[src/rtl/lockpick_pkg.sv]
// Shared types and constants for the lockpick frame loader.
package lockpick_pkg;

    // Loader FSM states: receive a frame, then replay it into the game.
    typedef enum logic [2:0] {
        WAIT_SOF   = 3'd0,
        RX_PAYLOAD = 3'd1,
        RX_CSUM    = 3'd2,
        WAIT_GAME  = 3'd3,
        START      = 3'd4,
        SEND       = 3'd5
    } loader_state_e;

    // lockpick_game status encodings.
    localparam logic [1:0] STAT_IDLE = 2'b00;
    localparam logic [1:0] STAT_ERR  = 2'b01;
    localparam logic [1:0] STAT_WIN  = 2'b10;
    localparam logic [1:0] STAT_LOCK = 2'b11;

    localparam logic [7:0] SOF_BYTE_DEFAULT = 8'hA5;

    // True in the states where the loader listens to the host link.
    function automatic logic is_rx_state(input loader_state_e s);
        return (s == WAIT_SOF) || (s == RX_PAYLOAD) || (s == RX_CSUM);
    endfunction

endpackage

[src/rtl/lockpick_payload_buf.sv]
// Single-frame payload store: one write port, one registered read port.
// Storage itself is not reset; only the read register is.
module lockpick_payload_buf #(
    parameter int DEPTH  = 64,
    parameter int ADDR_W = $clog2(DEPTH)
) (
    input  logic              clk,
    input  logic              rst,
    input  logic              wr_en,
    input  logic [ADDR_W-1:0] wr_addr,
    input  logic [7:0]        wr_data,
    input  logic              rd_en,
    input  logic [ADDR_W-1:0] rd_addr,
    output logic [7:0]        rd_data
);

    logic [7:0] mem_q [DEPTH];
    logic [7:0] rd_data_q;
    logic [7:0] rd_data_d;

    // Byte storage, written while a frame is being received.
    always_ff @(posedge clk) begin
        if (wr_en) begin
            mem_q[wr_addr] <= wr_data;
        end
    end

    // Read data is forced to zero whenever no byte is being replayed.
    always_comb begin
        rd_data_d = rd_en ? mem_q[rd_addr] : 8'h00;
    end

    // Registered read port, cleared asynchronously so the game pins drop on reset.
    always_ff @(posedge clk or posedge rst) begin
        if (rst) begin
            rd_data_q <= 8'h00;
        end else begin
            rd_data_q <= rd_data_d;
        end
    end

    assign rd_data = rd_data_q;

endmodule

[src/rtl/lockpick_frame_loader.sv]
// Receives one framed, XOR-checksummed key frame from the host link and
// replays it into lockpick_game once the game is ready for input.
//
// Host handshake: a byte transfers on a rising clk edge where rx_valid and
// rx_ready are both high; rx_ready is only high while the loader is
// receiving, so the single buffer is never overwritten during replay.
module lockpick_frame_loader
    import lockpick_pkg::*;
#(
    parameter int         PAYLOAD_BYTES = 64,
    parameter logic [7:0] SOF_BYTE      = SOF_BYTE_DEFAULT,
    parameter int         RX_TIMEOUT    = 1024
) (
    input  logic       clk,
    input  logic       rst,
    input  logic       rx_valid,
    input  logic [7:0] rx_data,
    output logic       rx_ready,
    input  logic       game_output_valid,
    input  logic [1:0] game_status,
    output logic       game_start,
    output logic       game_input_enable,
    output logic [7:0] game_input_data,
    output logic       frame_err,
    output logic       busy,
    output logic [2:0] dbg_state
);

    localparam int IDX_W  = $clog2(PAYLOAD_BYTES) + 1;
    localparam int ADDR_W = $clog2(PAYLOAD_BYTES);
    localparam int IDLE_W = $clog2(RX_TIMEOUT + 1);

    localparam logic [IDX_W-1:0]  LAST_IDX   = IDX_W'(PAYLOAD_BYTES - 1);
    localparam logic [IDX_W-1:0]  SEND_LEN   = IDX_W'(PAYLOAD_BYTES);
    localparam logic [IDLE_W-1:0] IDLE_LIMIT = IDLE_W'(RX_TIMEOUT);

    loader_state_e     state_q, state_d;
    logic [IDX_W-1:0]  idx_q, idx_d;
    logic [7:0]        csum_q, csum_d;
    logic [IDLE_W-1:0] idle_q, idle_d, idle_inc;
    logic [IDX_W-1:0]  send_cnt_q, send_cnt_d;
    logic              game_busy_q, game_busy_d;
    logic              ov_prev_q;
    logic              frame_err_q, frame_err_d;
    logic              rx_ready_q, rx_ready_d;
    logic              game_start_q, game_start_d;
    logic              input_enable_q, input_enable_d;

    logic              rx_accept;
    logic              buf_wr_en;
    logic              buf_rd_en;
    logic [ADDR_W-1:0] buf_rd_addr;

    assign rx_accept = rx_valid && rx_ready_q;
    assign idle_inc  = (idle_q == IDLE_LIMIT) ? idle_q : idle_q + IDLE_W'(1);

    lockpick_payload_buf #(
        .DEPTH  (PAYLOAD_BYTES),
        .ADDR_W (ADDR_W)
    ) u_buf (
        .clk     (clk),
        .rst     (rst),
        .wr_en   (buf_wr_en),
        .wr_addr (idx_q[ADDR_W-1:0]),
        .wr_data (rx_data),
        .rd_en   (buf_rd_en),
        .rd_addr (buf_rd_addr),
        .rd_data (game_input_data)
    );

    // State register and all loader flops.
    always_ff @(posedge clk or posedge rst) begin
        if (rst) begin
            state_q        <= WAIT_SOF;
            idx_q          <= '0;
            csum_q         <= 8'h00;
            idle_q         <= '0;
            send_cnt_q     <= '0;
            game_busy_q    <= 1'b0;
            ov_prev_q      <= 1'b0;
            frame_err_q    <= 1'b0;
            rx_ready_q     <= 1'b0;
            game_start_q   <= 1'b0;
            input_enable_q <= 1'b0;
        end else begin
            state_q        <= state_d;
            idx_q          <= idx_d;
            csum_q         <= csum_d;
            idle_q         <= idle_d;
            send_cnt_q     <= send_cnt_d;
            game_busy_q    <= game_busy_d;
            ov_prev_q      <= game_output_valid;
            frame_err_q    <= frame_err_d;
            rx_ready_q     <= rx_ready_d;
            game_start_q   <= game_start_d;
            input_enable_q <= input_enable_d;
        end
    end

    // Next-state logic: frame reception, checksum/timeout, and replay sequencing.
    always_comb begin
        state_d     = state_q;
        idx_d       = idx_q;
        csum_d      = csum_q;
        idle_d      = '0;
        send_cnt_d  = send_cnt_q;
        frame_err_d = 1'b0;
        buf_wr_en   = 1'b0;
        buf_rd_en   = 1'b0;
        buf_rd_addr = send_cnt_q[ADDR_W-1:0];
        case (state_q)
            WAIT_SOF: begin
                if (rx_accept && (rx_data == SOF_BYTE)) begin
                    state_d = RX_PAYLOAD;
                    idx_d   = '0;
                    csum_d  = 8'h00;
                end
            end
            RX_PAYLOAD: begin
                if (rx_accept) begin
                    buf_wr_en = 1'b1;
                    csum_d    = csum_q ^ rx_data;
                    idx_d     = idx_q + IDX_W'(1);
                    if (idx_q == LAST_IDX) begin
                        state_d = RX_CSUM;
                    end
                end else if (idle_inc == IDLE_LIMIT) begin
                    frame_err_d = 1'b1;
                    state_d     = WAIT_SOF;
                end else begin
                    idle_d = idle_inc;
                end
            end
            RX_CSUM: begin
                if (rx_accept) begin
                    if (rx_data == csum_q) begin
                        state_d    = WAIT_GAME;
                        send_cnt_d = '0;
                    end else begin
                        frame_err_d = 1'b1;
                        state_d     = WAIT_SOF;
                    end
                end else if (idle_inc == IDLE_LIMIT) begin
                    frame_err_d = 1'b1;
                    state_d     = WAIT_SOF;
                end else begin
                    idle_d = idle_inc;
                end
            end
            WAIT_GAME: begin
                if (!game_busy_q) begin
                    case (game_status)
                        STAT_ERR: begin
                            // Game is retrying and already expects key bytes.
                            state_d    = SEND;
                            buf_rd_en  = 1'b1;
                            send_cnt_d = IDX_W'(1);
                        end
                        STAT_IDLE: state_d = START;
                        default:   state_d = WAIT_GAME;
                    endcase
                end
            end
            START: begin
                state_d    = SEND;
                buf_rd_en  = 1'b1;
                send_cnt_d = IDX_W'(1);
            end
            SEND: begin
                if (send_cnt_q == SEND_LEN) begin
                    state_d = WAIT_SOF;
                end else begin
                    buf_rd_en  = 1'b1;
                    send_cnt_d = send_cnt_q + IDX_W'(1);
                end
            end
            default: state_d = WAIT_SOF;
        endcase
    end

    // Registered output decode from the upcoming state.
    always_comb begin
        rx_ready_d     = is_rx_state(state_d);
        game_start_d   = (state_d == START);
        input_enable_d = buf_rd_en;
    end

    // Game progress: busy from the end of a replay until output_valid falls.
    always_comb begin
        game_busy_d = game_busy_q;
        if (ov_prev_q && !game_output_valid) begin
            game_busy_d = 1'b0;
        end
        if ((state_q == SEND) && (send_cnt_q == SEND_LEN)) begin
            game_busy_d = 1'b1;
        end
    end

    assign rx_ready          = rx_ready_q;
    assign game_start        = game_start_q;
    assign game_input_enable = input_enable_q;
    assign frame_err         = frame_err_q;
    assign busy              = !is_rx_state(state_q) || game_busy_q;
    assign dbg_state         = state_q;

endmodule

[config.mk]
export PLATFORM = sky130hd
export DESIGN_NAME = lockpick_frame_loader
export DESIGN_NICKNAME = d
export VERILOG_FILES = /design/src/rtl/lockpick_pkg.sv /design/src/rtl/lockpick_payload_buf.sv /design/src/rtl/lockpick_frame_loader.sv
export SDC_FILE = /design/constraint.sdc
export NUM_CORES = 1
export LEC_CHECK = 0
export CAP_MARGIN = 10
export CORE_MARGIN = 3
export CORE_UTILIZATION = 29
export CTS_BUF_LIST = sky130_fd_sc_hd__clkbuf_16
export DETAILED_ROUTE_END_ITERATION = 16
export DONT_BUFFER_PORTS = 1
export PLACE_DENSITY = 0.49
export SYNTH_ARGS = -nofsm -noshare
export SYNTH_HDL_FRONTEND = slang
export SYNTH_SLANG_ARGS = --single-unit
[constraint.sdc]
create_clock -name clk -period 2.9 [get_ports clk]
set_input_delay 0.435 -clock clk [delete_from_list [all_inputs] [get_ports clk]]
set_output_delay 0.435 -clock clk [all_outputs]
set_load 0.02 [all_outputs]
### Word-level counts from Yosys, hierarchy flattened

Memories as Yosys holds them, arrays and structs flattened.
Cells that the tools add are included.

* memory bits (writable): 512
* logic and storage cells: 101
* memories: 1
* output and inout port bits: 16
* register bits: 50

* $add $sub $neg: 3
* multiplexer cells: 42
* bitwise gates (word level): 1
* reductions and logical operators: 20
* equality and inequality tests: 22

Memory list
* u_buf.mem_q: depth 64, bits a word 8, read ports 1, clocked after memory_dff 0, wr ports 1, line lockpick_payload_buf.sv:17 `logic [7:0] mem_q [DEPTH];`

Operators by type and width (count)
* $mux 7: 7
* $mux 11: 4
* $pmux 7 s4: 1
* $mux 8: 3
* $eq 11x11->1 const B: 2
* $mux 3: 7
* $pmux 3 s6: 1
* $pmux 8 s2: 1
* $add 7x1->7 const B: 2
* $ne 2x2->1 const B: 7
* $pmux 7 s2: 1
* $mux 1: 13
* $add 11x1->11 const B: 1
* $eq 3x2->1 const B: 3
* $eq 3x3->1 const B: 3
* $eq 8x8->1: 1
* $eq 8x8->1 const B: 1
* $xor 8x8->8: 1
* $eq 7x6->1 const B: 1
* $eq 7x7->1 const B: 1
* $eq 3x1->1 const B: 2
* $logic_not 3->1: 2
* $pmux 3 s2: 1
* $reduce_and 6->1: 1
* 12 further kinds: 21

### Logic depth before layout (Yosys ltp)

* word-level depth: 9
* gate-level depth with buffers: 12
* mapped depth without buffers: 8

### Cells and area by module

From an unflattened synthesis, not the netlist that was laid out.

* cells, all modules: 1205
* area total of the unflattened synthesis: 22758.1 sq um

Modules (own cells, without submodules)
* lockpick_payload_buf: cells an instance 922, area each 20259.4 sq um, instances 1
* lockpick_frame_loader: cells an instance 283, area each 2498.6 sq um, instances 1

### Worst setup path before layout

OpenSTA, ideal clock, no wires.

* kind: register -> register
* from: reg state_q[0] (netlist: dbg_state[0])
* to: mem u_buf.mem_q[1][0] (enable)
* library setup time: 370 ps
* clock period less this slack: 2606 ps
* cell stages (with the launch flop): 8
* setup slack: 294 ps
* data arrival time: 2236 ps
* required time: 2530 ps
* cell sequence: dfrtp_1 clkbuf_1 or3b_2 clkbuf_1 nand2b_1 nor2_1 nand2_1 nor2_1

* longest elaborated chain between the ends: 4

Ends and longest elaborated chain
* from (decl): line lockpick_frame_loader.sv:37 `loader_state_e state_q, state_d;`
* from (signal assigned): line lockpick_frame_loader.sv:86 `state_q <= state_d;`
* $eq 3x1->1: line lockpick_frame_loader.sv:111 `case (state_q)`
* $mux 1: line lockpick_frame_loader.sv:111
* $mux 1: line lockpick_payload_buf.sv:23 `if (wr_en) begin`
* $mux 1 (not written as such): line lockpick_payload_buf.sv:24 `mem_q[wr_addr] <= wr_data;`
* to (decl): line lockpick_payload_buf.sv:17

Every way passes these cells.

### Worst setup path after layout

* from: reg state_q[2] (netlist: dbg_state[2])
* to: mem u_buf.mem_q[57][0] (enable)

The elaborated chain is that of the path after synthesis.

==> reports/qor.txt <==
max-slew violation count = 0
post-synthesis mux area share = 0.140
Switching Share = 0.292
Final #Nets = 1361
Max Cap Viol = 0
Async SR Flop Fraction = 0.0890
ratio of final minimum period to clock period = 0.914
logic gate share of total power = 0.228
die area = 0.0810 mm2
# clock sinks = 562
I/O Buffers = 0
Seq pwr share = 0.436
largest family of logic cells by synthesized area = multiplexers
vias in the first global route = 12200
Final Util = 0.348
Yosys warnings = 0
Starting Density = 0.295
layout cells sized above 1 = 0.254
post-DP HPWL = 37.4 mm
Worst-Margin Slew = 823 ps
simple-gate share of the synthesized area = 0.0607
Worst Path Arrival = 2980 ps
synth unique cells = 59
Total Wirelength = 60.8 mm
CP Max Fanout = 8
Cell Int Power = 0.0154 W
post-synthesis compound-gate area fraction = 0.0356
Clock Latency Late Sink = 620 ps
CTS Buf Count = 58
root buffer cell = clkbuf_16
Reg clk slew, reported paths = 60 ps
CTS tree = built
Power Dens Cells = 817 mW/mm2
sequential area share after synthesis = 0.738
IO Pins = 30
row cnt = 101
crit path kind = flip-flop to flip-flop
post-synth top area share = 0.683
minimum clock period = 2650 ps
width of the die = 285 um
H-tree depth = 2
cell taking the most area after synthesis = edfxtp_1
final RePlAce weighted congestion = 0.818
Gate Count Post-Synth = 1215
Pre-antenna DRT Iters = 5
number of enable flip-flop cells after synthesis = 512
Slew Limit Headroom = 0.450
required time worst endpoint = 3220 ps
XOR/XNOR Fraction of Synth Area = 0.00778
Longest Clk Path Bufs = 3
startpoint types = flip-flop
most frequent cells in the layout = 512 x edfxtp_1, 124 x mux4_2, 111 x nor2_1, 110 x buf_4, 59 x clkbuf_16
die height = 285 um
Psw = 0.00635 W
GRT Total Usage = 0.150
postcts setup bufs = 0
# DRC = 0
Routed Antenna Nets = 0
largest net degree at the start of global routing = 66
Synth Area in Adders = 0.00278
first-pass GRT wire length = 88.8 mm
status = complete, no violations
Via Count = 12000
DR iter-0 viols = 1234
final hold vios = 0
Synth area leaders = edfxtp_1 68%, mux4_2 12%, dfrtp_1 5.6%
peak supply drop = 544 uV
Syn Area/Cell = 18.5 um2
CP Capture Type = flip-flop
Vias/cell = 4.94
setup TNS = 0 ps
synthesized area = 0.0225 mm2
Area growth syn-to-layout = 18.2%
antenna violations before repair = 4
post-cts sizing count = 0
clock skew = 15.8 ps
P_leak = 8.53 nW
FF+latch count, synth = 562
clock share of power = 0.336
DR WL/cell = 25.1 um
gr ovfl total = 0
Placeable Area = 0.0765 mm2
RSZ-0062 raised after global routing = no
syn nets = 1234
Final setup viols = 0
Max Fclk = 377 MHz
Main synth FF type = edfxtp_1
most common cell after layout, fill and taps aside = edfxtp_1
HP Class = primary input to flip-flop
## power groups by stage
stage          Combinational [W]  Clock (W)  Sequential [W]
6_report                 0.00495    0.00730         0.00949
5_1_grt                  0.00527    0.00782         0.00953
4_1_cts                  0.00501    0.00748         0.00950
3_5_place_dp             0.00483          0         0.00966
3_3_place_gp             0.00484          0         0.00966
2_1_floorplan            0.00322          0         0.00946
## logic make-up after synthesis
group           after synthesis
simple gates                280
buf+inv                      73
flops                       562
mux                         160
fa+ha+maj                     5
xor+xnor                     20
compound gates              115
## final cells by class
| cell class | count | area, um2 |
|---|---|---|
| Inverter | 10 | 37.5 |
| Multi-Input combinational cell | 580 | 5560 |
| Fill cell | 7202 | 49800 |
| Timing Repair Buffer | 130 | 1240 |
| Antenna cell | 2 | 5.00 |
| Clock buffer | 59 | 1480 |
| Tap cell | 1030 | 1290 |
| Sequential cell | 562 | 16600 |
| Clock inverter | 48 | 378 |
## routing by layer
metal / wire [um] / global-route usage / vias up
met3: 3740 / 0.0310 / 73
met1: 27500 / 0.216 / 6357
met4: 1220 / 0.0355 / 0
li1: - / - / 5180
met5: 0 / 0 / -
met2: 28400 / 0.233 / 356
## critical path, cell delays in order (launching register included)
cell,delay [ps]
dfrtp_1,380
or3b_2,540
nor2_1,530
nand3_1,350
buf_4,250
nor2_1,110
buf_4,190
## path summary, 6_finish.rpt
path | from | endpoint | slack, ps | cells after the start
max | dbg_state[2]$_DFF_PP0_ | u_buf.mem_q[57][0]$_DFFE_PP_ | 250 | 6
min | game_status[1] | dbg_state[2]$_DFF_PP0_ | 40 | 3
max reg2reg | dbg_state[2]$_DFF_PP0_ | u_buf.mem_q[57][0]$_DFFE_PP_ | 250 | 6
min reg2reg | send_cnt_q[6]$_DFFE_PP0P_ | send_cnt_q[6]$_DFFE_PP0P_ | 510 | 1
max in group asynchronous | rst | send_cnt_q[3]$_DFFE_PP0P_ | 1960 | 3
min in group asynchronous | rst | csum_q[1]$_DFFE_PP0P_ | 340 | 2
## sequential cells by signal (all words and copies together), names as in the netlist
name,count
u_buf.mem_q,512
send_cnt_q,7
game_start,1
idx_q,7
frame_err,1
rx_ready,1
csum_q,8
ov_prev_q,1
dbg_state,3
u_buf.rd_data,8
game_busy_q,1
game_input_enable,1
idle_q,11
## stage by stage
stage | setup WS [ps] | hold WS [ps] | total power (W) | instance area [um2] | cells
finish | 248 | 39.8 | 0.0217 | 26600 | 2421
global route | 155 | 36.2 | 0.0226 | 26600 | 2419
CTS | 294 | 0.933 | 0.0220 | 26600 | 2419
detailed placement | 296 | 394 | 0.0145 | 24500 | 2299
global placement | 292 | 399 | 0.0145 | 24500 | 2299
floorplan | 294 | 442 | 0.0127 | 22500 | 1215
## synth_stat cells, types with 16 or more instances
| master | n |
|---|---|
| a22oi_1 | 20 |
| buf_2 | 27 |
| clkbuf_1 | 29 |
| dfrtp_1 | 50 |
| edfxtp_1 | 512 |
| mux2i_1 | 33 |
| mux4_2 | 124 |
| nand2_1 | 45 |
| nand3_1 | 28 |
| nor2_1 | 111 |
| o21ai_0 | 29 |
| xor2_1 | 16 |
## what timing repair did
item | in CTS | in global routing
endpoints found under the hold margin | 541 | 0
setup endpoints to repair | 0 | 0
hold buffers | 13 | 0
Note: power is estimated with default switching activity, not from simulation.
